$ cat src/rtl/aes_inv_mixcol_seq_if.sv
// Handshake bundle for the sequential AES InvMixColumns engine:
// upstream state word in, transformed state word out, plus a busy flag.
interface aes_inv_mixcol_seq_if;
    logic         in_valid;
    logic         in_ready;
    logic [127:0] in_data;
    logic         in_bypass;
    logic         out_valid;
    logic         out_ready;
    logic [127:0] out_data;
    logic         busy;

    modport slave (
        input  in_valid, in_data, in_bypass, out_ready,
        output in_ready, out_valid, out_data, busy
    );

    modport master (
        output in_valid, in_data, in_bypass, out_ready,
        input  in_ready, out_valid, out_data, busy
    );
endinterface

$ cat src/rtl/aes_inv_mixcol_seq.sv
// Sequential AES InvMixColumns: accepts a 128-bit state, transforms
// COLS_PER_CYCLE columns per clock, then holds the result until taken.
module aes_inv_mixcol_seq #(
    parameter int COLS_PER_CYCLE = 1
) (
    input  logic               clk,
    input  logic               rst,
    aes_inv_mixcol_seq_if.slave bus
);

    typedef enum logic [1:0] {IDLE = 2'd0, BUSY = 2'd1, HOLD = 2'd2} state_t;

    // Column step truncated to 2 bits: with four columns per cycle it wraps to 0.
    localparam logic [1:0] STEP = 2'(COLS_PER_CYCLE);

    state_t       state_q, state_d;
    logic [1:0]   col_idx_q;
    logic         bypass_q;
    logic [127:0] st_q;
    logic [127:0] st_next;
    logic [127:0] out_q;
    logic [1:0]   rel;
    logic         accept;
    logic         last_col;

    function automatic logic [7:0] xtime(input logic [7:0] b);
        return {b[6:0], 1'b0} ^ (b[7] ? 8'h1b : 8'h00);
    endfunction

    function automatic logic [31:0] inv_mix_col(input logic [31:0] col);
        logic [7:0] a [4];
        logic [7:0] m2 [4];
        logic [7:0] m4 [4];
        logic [7:0] m8 [4];
        logic [7:0] m9 [4];
        logic [7:0] mb [4];
        logic [7:0] md [4];
        logic [7:0] me [4];
        for (int i = 0; i < 4; i++) begin
            a[i]  = col[31-8*i -: 8];
            m2[i] = xtime(a[i]);
            m4[i] = xtime(m2[i]);
            m8[i] = xtime(m4[i]);
            m9[i] = m8[i] ^ a[i];
            mb[i] = m8[i] ^ m2[i] ^ a[i];
            md[i] = m8[i] ^ m4[i] ^ a[i];
            me[i] = m8[i] ^ m4[i] ^ m2[i];
        end
        return {me[0] ^ mb[1] ^ md[2] ^ m9[3],
                m9[0] ^ me[1] ^ mb[2] ^ md[3],
                md[0] ^ m9[1] ^ me[2] ^ mb[3],
                mb[0] ^ md[1] ^ m9[2] ^ me[3]};
    endfunction

    assign bus.in_ready  = (state_q == IDLE);
    assign bus.out_valid = (state_q == HOLD);
    assign bus.busy      = (state_q != IDLE);
    assign bus.out_data  = out_q;

    assign accept   = bus.in_valid & (state_q == IDLE);
    assign last_col = (int'(col_idx_q) + COLS_PER_CYCLE >= 4);

    // A column is rewritten when it lies in the window starting at col_idx.
    always_comb begin
        st_next = st_q;
        rel     = 2'd0;
        for (int c = 0; c < 4; c++) begin
            rel = 2'(c) - col_idx_q;
            if (!bypass_q && (int'(rel) < COLS_PER_CYCLE)) begin
                st_next[127-32*c -: 32] = inv_mix_col(st_q[127-32*c -: 32]);
            end
        end
    end

    always_comb begin
        state_d = state_q;
        case (state_q)
            IDLE:    if (accept) state_d = BUSY;
            BUSY:    if (last_col) state_d = HOLD;
            HOLD:    if (bus.out_ready) state_d = IDLE;
            default: state_d = IDLE;
        endcase
    end

    always_ff @(posedge clk) begin
        if (rst) begin
            state_q <= IDLE;
        end else begin
            state_q <= state_d;
        end
    end

    // out_q is loaded only when the last column completes, so the output
    // never shows partially transformed state.
    always_ff @(posedge clk) begin
        if (rst) begin
            col_idx_q <= 2'd0;
            bypass_q  <= 1'b0;
            st_q      <= '0;
            out_q     <= '0;
        end else begin
            case (state_q)
                IDLE: begin
                    if (accept) begin
                        st_q      <= bus.in_data;
                        bypass_q  <= bus.in_bypass;
                        col_idx_q <= 2'd0;
                    end
                end
                BUSY: begin
                    st_q      <= st_next;
                    col_idx_q <= col_idx_q + STEP;
                    if (last_col) out_q <= st_next;
                end
                default: ;
            endcase
        end
    end

endmodule

$ cat src/flat_wrapper.sv
// flat-port wrapper written by rule: the top's interface ports become plain ports
module aes_inv_mixcol_seq_flat 
#(
    parameter int COLS_PER_CYCLE = 1
)
  (clk, rst, bus_in_valid, bus_in_data, bus_in_bypass, bus_out_ready, bus_in_ready, bus_out_valid, bus_out_data, bus_busy);
  aes_inv_mixcol_seq_if bus_i ();
  input  logic clk;
  input  logic rst;
  input wire logic [$bits(bus_i.in_valid)-1:0] bus_in_valid;
  input wire logic [$bits(bus_i.in_data)-1:0] bus_in_data;
  input wire logic [$bits(bus_i.in_bypass)-1:0] bus_in_bypass;
  input wire logic [$bits(bus_i.out_ready)-1:0] bus_out_ready;
  output wire logic [$bits(bus_i.in_ready)-1:0] bus_in_ready;
  output wire logic [$bits(bus_i.out_valid)-1:0] bus_out_valid;
  output wire logic [$bits(bus_i.out_data)-1:0] bus_out_data;
  output wire logic [$bits(bus_i.busy)-1:0] bus_busy;
  assign bus_i.in_valid = bus_in_valid;
  assign bus_i.in_data = bus_in_data;
  assign bus_i.in_bypass = bus_in_bypass;
  assign bus_i.out_ready = bus_out_ready;
  assign bus_in_ready = bus_i.in_ready;
  assign bus_out_valid = bus_i.out_valid;
  assign bus_out_data = bus_i.out_data;
  assign bus_busy = bus_i.busy;
  aes_inv_mixcol_seq #(.COLS_PER_CYCLE(COLS_PER_CYCLE)) u_core (.clk(clk), .rst(rst), .bus(bus_i));
endmodule
$ cat config.mk
export PLATFORM = sky130hd
export DESIGN_NAME = aes_inv_mixcol_seq_flat
export DESIGN_NICKNAME = d
export VERILOG_FILES = /design/src/rtl/aes_inv_mixcol_seq_if.sv /design/src/rtl/aes_inv_mixcol_seq.sv /design/src/flat_wrapper.sv
export SDC_FILE = /design/constraint.sdc
export NUM_CORES = 1
export LEC_CHECK = 0
export ABC_AREA = 1
export CORE_MARGIN = 2
export CORE_UTILIZATION = 50
export CTS_CLUSTER_SIZE = 40
export DETAILED_ROUTE_END_ITERATION = 6
export MAX_ROUTING_LAYER = met4
export PLACE_DENSITY_LB_ADDON = 0.12
export SKIP_CTS_REPAIR_TIMING = 1
export SYNTH_ARGS = -nofsm -noshare
export SYNTH_HDL_FRONTEND = slang
export SYNTH_SLANG_ARGS = --single-unit
$ cat constraint.sdc
create_clock -name clk -period 3.3 [get_ports clk]
set_clock_uncertainty 0.2 [all_clocks]
set_input_delay 0.33 -clock clk [delete_from_list [all_inputs] [get_ports clk]]
set_output_delay 0.33 -clock clk [all_outputs]
set_load 0.01 [all_outputs]
# After elaboration in Yosys (flattened, before gate mapping)
# Index checks and enable logic that the tools add are counted.
[op_classes]
bitwise_logic = 193
magnitude_cmp = 5
n_mux = 60
n_mul = 0
reduce_logical = 12
n_shift = 0
n_addsub = 6
n_eq_ne = 5
n_div = 0
[op_table]
columns = ["op", "count"]
rows = [
  ["$xor A8 B8 Y8", 192],
  ["$pmux W128 S2", 1],
  ["$mux W5", 48],
  ["$mux W128", 1],
  ["$mux W32", 4],
  ["$ge A32 B4 Y1 const B", 1],
  ["$lt A2 B1 Y1 const B", 4],
  ["$mux W2", 4],
  ["$pmux W2 S3", 1],
  ["$reduce_and A2 Y1", 3],
  ["$logic_and A1 B1 Y1", 4],
  ["$ne A2 B1 Y1 const B", 2],
  ["$pmux W2 S2", 1],
  ["$reduce_bool A2 Y1", 2],
  ["$sub A1 B2 Y2 const A", 2],
  ["$sub A2 B2 Y2 const A", 2],
  ["$add A2 B1 Y3 const B", 1],
  ["$reduce_and A3 Y1", 1],
  ["$add A2 B1 Y2 const B", 1],
  ["$eq A2 B1 Y1 const B", 1],
  ["$eq A2 B2 Y1 const B", 1],
  ["$logic_not A2 Y1", 1],
  ["$ne A2 B2 Y1 const B", 1],
  ["$and A1 B1 Y1", 1],
  ["$logic_not A1 Y1", 1],
]
[word_totals]
ram_bits = 0
latch_bits = 0
out_inout_bits = 131
wordCells = 286
register_bits = 261
rom_bits = 0
in_bits = 133
memories = 0

# Depth between registers and ports, before layout
[depth]
word_depth = 13
mapped_depth = 21

# Worst setup path before layout
# No wires, ideal clock.
[synth_path]
path_type = "reg-to-reg"
from = "register u_core.st_q[118]"
to = "register u_core.out_q[99], in the netlist u_core.bus.out_data[99]"
period_less_slack_ns = 2.004
path_stages_with_launch = 17
setup_slack_ns = 1.296
setup_time_ns = 0.109
t_arrival_ns = 1.695
path_cell_list = "dfxtp_1 > buf_4 > inv_4 > nand2_1 > nand2_2 > nand2_2 > nand2_2 > nand2_1 > nand3_1 > nand2_1 > or2_1 > nand3_1 > nand3_2 > nand2_1 > nand2_1 > nand2_1 > inv_1"
[synth_via]
elab_chain_len = 9
[synth_lines]
columns = ["element", "line", "rtl"]
rows = [
  ["start: declaration", "aes_inv_mixcol_seq.sv:19", "logic [127:0] st_q;"],
  ["start signal: assignment", "aes_inv_mixcol_seq.sv:105", "st_q <= bus.in_data;"],
  ["start signal: assignment", "aes_inv_mixcol_seq.sv:111", "st_q <= st_next;"],
  ["$xor A8 B8 Y8", "aes_inv_mixcol_seq.sv:27", "return {b[6:0], 1'b0} ^ (b[7] ? 8'h1b : 8'h00);"],
  ["$mux W5", "aes_inv_mixcol_seq.sv:27", ""],
  ["$xor A8 B8 Y8", "aes_inv_mixcol_seq.sv:27", ""],
  ["$xor A8 B8 Y8 (2 in series)", "aes_inv_mixcol_seq.sv:46", "md[i] = m8[i] ^ m4[i] ^ a[i];"],
  ["$xor A8 B8 Y8 (3 in series)", "aes_inv_mixcol_seq.sv:52", "mb[0] ^ md[1] ^ m9[2] ^ me[3]};"],
  ["$mux W32", "aes_inv_mixcol_seq.sv:69", "if (!bypass_q && (int'(rel) < COLS_PER_CYCLE)) begin"],
  ["end signal: assignment", "aes_inv_mixcol_seq.sv:113", "if (last_col) out_q <= st_next;"],
  ["end: declaration", "aes_inv_mixcol_seq.sv:21", "logic [127:0] out_q;"],
]
# No other way between the ends.
# A chain may end at the register's enable or synchronous reset.

# Final worst setup path
[layout_path]
from = "register u_core.st_q[6]"
to = "register u_core.st_q[3]"
[layout_via]
elab_chain_len = 8
[layout_lines]
columns = ["element", "line", "rtl"]
rows = [
  ["$xor A8 B8 Y8", "aes_inv_mixcol_seq.sv:27", ""],
  ["$mux W5", "aes_inv_mixcol_seq.sv:27", ""],
  ["$xor A8 B8 Y8", "aes_inv_mixcol_seq.sv:27", ""],
  ["$xor A8 B8 Y8 (2 in series)", "aes_inv_mixcol_seq.sv:47", "me[i] = m8[i] ^ m4[i] ^ m2[i];"],
  ["$xor A8 B8 Y8", "aes_inv_mixcol_seq.sv:52", ""],
  ["$mux W32", "aes_inv_mixcol_seq.sv:69", ""],
  ["$pmux W128 S2", "aes_inv_mixcol_seq.sv:102", "case (state_q)"],
]
# No other way between the ends.

==> flow_results.xml <==
<?xml version="1.0" encoding="UTF-8"?>
<metrics>
  <group name="power">
    <metric name="power.static_leakage" unit="nW">14.8</metric>
    <metric name="power.density_cell_area" unit="nW/um^2">652</metric>
    <metric name="ir_worst_vdd" unit="mV">0.434</metric>
  </group>
  <group name="synth">
    <metric name="synth.ff_latch_count" unit="">261</metric>
    <metric name="synth.distinct_cells" unit="">44</metric>
    <metric name="synth.net_count" unit="">4398</metric>
    <metric name="synth_warnings" unit="">0</metric>
    <metric name="postSynth.topFlopCell" unit="">sky130_fd_sc_hd__dfxtp_1</metric>
    <metric name="share_of_synthesized_registers_carrying_an_async_set_or_reset" unit="%">0</metric>
    <metric name="number_of_enable_type_register_cells_in_the_synthesized_netlist" unit="">0</metric>
    <metric name="synth_area_per_cell" unit="um^2">6.13</metric>
    <metric name="sequential_element_share_of_the_synthesized_area" unit="%">20.0</metric>
    <metric name="syn_inst" unit="">4261</metric>
    <metric name="netlist_area" unit="um^2">26100</metric>
  </group>
  <group name="routing">
    <metric name="detailedRoute.firstIterationViolations" unit="">2355</metric>
    <metric name="wl_per_cell" unit="um">18.9</metric>
    <metric name="tritonroute_pass_1_iters" unit="">7</metric>
    <metric name="drt_drc_violations_left" unit="">1</metric>
    <metric name="vias" unit="">26891</metric>
    <metric name="detail_route.wirelength" unit="um">96400</metric>
    <metric name="drtAntennaViolNets" unit="">0</metric>
    <metric name="viasPerCell" unit="">5.26</metric>
  </group>
  <group name="job">
    <metric name="maxCapViolCount" unit="">0</metric>
  </group>
  <group name="setup_path">
    <metric name="regToRegEndpoint" unit="">u_core.st_q[3]$_SDFFE_PP0P_</metric>
    <metric name="timing.critical_path.to" unit="">u_core.st_q[3]$_SDFFE_PP0P_</metric>
    <metric name="cp_slowest_stage_delay" unit="ps">680</metric>
    <metric name="arrival" unit="ps">3100</metric>
    <metric name="crit_path_top_delay_cell" unit="">sky130_fd_sc_hd__dfxtp_1</metric>
    <metric name="path_depth_of_the_worst_reg2reg_path" unit="">14</metric>
    <metric name="crit-reg2reg-launch" unit="">u_core.st_q[6]$_SDFFE_PP0P_</metric>
    <metric name="critPathKind" unit="">reg -&gt; reg</metric>
    <metric name="worst_path_most_repeated_cell" unit="">sky130_fd_sc_hd__nand2_1</metric>
    <metric name="worst_path_required_time" unit="ps">3560</metric>
    <metric name="worst-r2r-setup-slack" unit="ps">450</metric>
    <metric name="setup.worst_path.start" unit="">u_core.st_q[6]$_SDFFE_PP0P_</metric>
    <metric name="critical_path_source_type" unit="">flop</metric>
    <metric name="path_cells" unit="">inv_1 &gt; nand2_1 &gt; nand2_1 &gt; inv_1 &gt; nand3_1 &gt; nand2_1 &gt; inv_1 &gt; xor2_1 &gt; inv_1 &gt; nand2_1 &gt; nand3_1 &gt; nand2_1 &gt; nand2_1 &gt; a21oi_1</metric>
    <metric name="critical_path.endpoint_type" unit="">flop</metric>
    <metric name="worstPathMaxFanout" unit="">11</metric>
  </group>
  <group name="floorplan">
    <metric name="num_rows" unit="">83</metric>
    <metric name="die_h" unit="um">233</metric>
    <metric name="floorplan.die_area" unit="um^2">54100</metric>
    <metric name="design.core.area" unit="um^2">51500</metric>
    <metric name="initial_utilization" unit="%">50.7</metric>
    <metric name="fp.dieW" unit="um">233</metric>
    <metric name="i_o_pin_count" unit="">264</metric>
  </group>
  <group name="cells_and_area">
    <metric name="drive_above_1_share" unit="%">6.68</metric>
    <metric name="syn2layout_area_growth" unit="%">15.8</metric>
    <metric name="fin_cells" unit="">5112</metric>
    <metric name="post_route_cell_area" unit="um^2">30300</metric>
    <metric name="mostFrequentLayoutCells" unit="">sky130_fd_sc_hd__nand2_1 (1,535), sky130_fd_sc_hd__inv_1 (439), sky130_fd_sc_hd__xor2_1 (402)</metric>
    <metric name="final_core_util" unit="%">58.7</metric>
    <metric name="final_common_cell" unit="">sky130_fd_sc_hd__nand2_1</metric>
    <metric name="design.final.nets" unit="">4545</metric>
  </group>
  <group name="clock_network">
    <metric name="path_clk_slew" unit="ps">60</metric>
    <metric name="tritoncts" unit="">yes</metric>
    <metric name="cts_inserted_buffers" unit="">34</metric>
    <metric name="clock-root-buffer" unit="">sky130_fd_sc_hd__clkbuf_16</metric>
    <metric name="h-tree-depth" unit="">2</metric>
    <metric name="clk_path_buf_depth" unit="">3</metric>
    <metric name="clock_latency_late_sink" unit="ps">570</metric>
    <metric name="clkSinkCount" unit="">261</metric>
  </group>
  <group name="timing">
    <metric name="maxSlewViolCount" unit="">0</metric>
    <metric name="timing.fmax" unit="MHz">351</metric>
    <metric name="timing.final.hold_violations" unit="">0</metric>
    <metric name="final_min_period_over_clock_period" unit="%">86.3</metric>
    <metric name="finalWorstPathRequiredPeriod" unit="ps">2850</metric>
    <metric name="timing.hold.ws" unit="ps">46.6</metric>
    <metric name="rsz0062_at_grt" unit="">false</metric>
    <metric name="timing.final.setup_violations" unit="">0</metric>
    <metric name="tightestPinTransition" unit="ps">1110</metric>
    <metric name="slew_headroom" unit="%">25.7</metric>
    <metric name="finalSetupTns" unit="ps">0</metric>
  </group>
  <group name="worst_hold_path">
    <metric name="hold_path.startpoint" unit="">rst</metric>
    <metric name="hold_path_class" unit="">in -&gt; reg</metric>
  </group>
  <group name="global_routing">
    <metric name="grt_start_max_net_pins" unit="">131</metric>
    <metric name="first_global_vias" unit="">24853</metric>
    <metric name="global_route.usage.total" unit="%">36.4</metric>
    <metric name="grt_pass1_wl" unit="um">148000</metric>
    <metric name="grt_remaining_overflow" unit="">0</metric>
    <metric name="antenna_found_initial" unit="">2</metric>
  </group>
  <group name="status">
    <metric name="outcome" unit="">finished, violations left</metric>
    <metric name="failing_checks" unit="">design-rule violations</metric>
  </group>
  <group name="placement">
    <metric name="detailedPlacementHpwl" unit="um">72300</metric>
    <metric name="gp_routability_congestion" unit="">1.02</metric>
    <metric name="placed_cell_area" unit="um^2">29100</metric>
    <metric name="port-buffer-count" unit="">263</metric>
    <metric name="placedCellCount" unit="">5052</metric>
  </group>
</metrics>
synth_stat cells, types with 3 or more instances:
cell type / instances / area, um^2
sky130_fd_sc_hd__o21ai_0: 195 / 976
sky130_fd_sc_hd__buf_4: 27 / 203
sky130_fd_sc_hd__nor2_1: 133 / 499
sky130_fd_sc_hd__or2_0: 3 / 18.8
sky130_fd_sc_hd__o21ai_1: 17 / 85.1
sky130_fd_sc_hd__inv_1: 442 / 1660
sky130_fd_sc_hd__a21o_1: 16 / 120
sky130_fd_sc_hd__xnor2_1: 194 / 1700
sky130_fd_sc_hd__nand3_1: 360 / 1800
sky130_fd_sc_hd__o21a_1: 15 / 113
sky130_fd_sc_hd__o211ai_1: 45 / 338
sky130_fd_sc_hd__xnor2_4: 3 / 82.6
sky130_fd_sc_hd__buf_2: 62 / 310
sky130_fd_sc_hd__xnor2_2: 18 / 293
sky130_fd_sc_hd__dfxtp_1: 261 / 5230
sky130_fd_sc_hd__inv_2: 33 / 124
sky130_fd_sc_hd__o21bai_1: 56 / 420
sky130_fd_sc_hd__a21oi_2: 3 / 26.3
sky130_fd_sc_hd__buf_1: 10 / 37.5
sky130_fd_sc_hd__clkinv_1: 3 / 11.3
sky130_fd_sc_hd__nand2_2: 49 / 307
sky130_fd_sc_hd__inv_4: 13 / 81.3
sky130_fd_sc_hd__nand3b_1: 17 / 128
sky130_fd_sc_hd__or2_2: 9 / 56.3
sky130_fd_sc_hd__nand4_1: 10 / 62.6
sky130_fd_sc_hd__a21oi_1: 135 / 676
sky130_fd_sc_hd__ha_1: 4 / 50.1
sky130_fd_sc_hd__buf_6: 7 / 78.8
sky130_fd_sc_hd__nand2_1: 1535 / 5760
sky130_fd_sc_hd__xor2_1: 402 / 3520
sky130_fd_sc_hd__or2_1: 17 / 106
sky130_fd_sc_hd__nand2_4: 15 / 169
sky130_fd_sc_hd__nand3_2: 4 / 40.0
sky130_fd_sc_hd__a31oi_1: 7 / 43.8
sky130_fd_sc_hd__xor2_4: 4 / 110
sky130_fd_sc_hd__xor2_2: 27 / 439
sky130_fd_sc_hd__clkbuf_1: 99 / 372
worst min-delay path by stage:
stage,endpoint,slack [ps],depth (start not counted)
floorplan,u_core.st_q[123]$_SDFFE_PP0P_,270,2
global placement,u_core.st_q[95]$_SDFFE_PP0P_,260,2
detailed placement,u_core.st_q[95]$_SDFFE_PP0P_,260,2
CTS,u_core.bus.out_data[119]$_SDFFE_PP0P_,120,4
global route,u_core.bus.out_data[119]$_SDFFE_PP0P_,150,4
finish,u_core.st_q[97]$_SDFFE_PP0P_,50,3
state kept, by name, summed over array words and instances (netlist names):
signal / count
u_core.bus.out_data: 128
u_core.bypass_q: 1
u_core.col_idx_q: 2
u_core.st_q: 128
u_core.state_q: 2
layout make-up:
cell class	count	area [um^2]
fill	5323	21300
multi-input combinational	3301	18000
sequential	261	5230
timing repair buffer	318	3140
inverter	492	1880
clock buffer	48	1000
tap	680	851
clock inverter	10	106
antenna	2	5.00
metal layers:
| metal | global-route usage, % | vias up | share of wire (%) |
|---|---|---|---|
| li1 | - | 13441 | - |
| met1 | 48.7 | 12315 | 45 |
| met2 | 56.6 | 963 | 45 |
| met3 | 4.63 | 172 | 7.0 |
| met4 | 12.5 | 0 | 3.5 |
| met5 | - | - | 0 |
worst max-delay path, delay by kind of cell, from the launching register on:
kind                      cells  cell delay (ps)
xor gates and xnor gates      1              240
AOI/OAI and AO/OA             1              140
and+or+nand+nor               8              850
buffers and inverters         4              620
DFF                           1              680
power breakdown:
part	total (mW)	internal, mW	switching [mW]
logic	12.1	4.38	7.70
registers	3.83	3.35	0.476
clock network	3.83	2.27	1.57
total	19.7	10.0	9.74
cells by family (layout without fill, tap and decap cells):
kind of cell               Yosys count  count (layout)  synth area share, %
AOI/OAI and AO/OA                  493             493                 10.8
xor gates and xnor gates           648             648                 23.5
adders and majority gates            4               4                0.192
buffers and inverters              699             868                 11.1
DFF                                261             261                 20.0
other                                0               2                    0
and+or+nand+nor                   2156            2156                 34.4
per-stage QoR:
stage	power, mW	setup slack (ps)
3_5_place_dp	15.7	574
5_1_grt	21.3	230
3_3_place_gp	15.7	543
2_1_floorplan	12.9	1300
4_1_cts	19.6	532
6_report	19.7	452
Note: power is estimated with default switching activity, not from simulation.
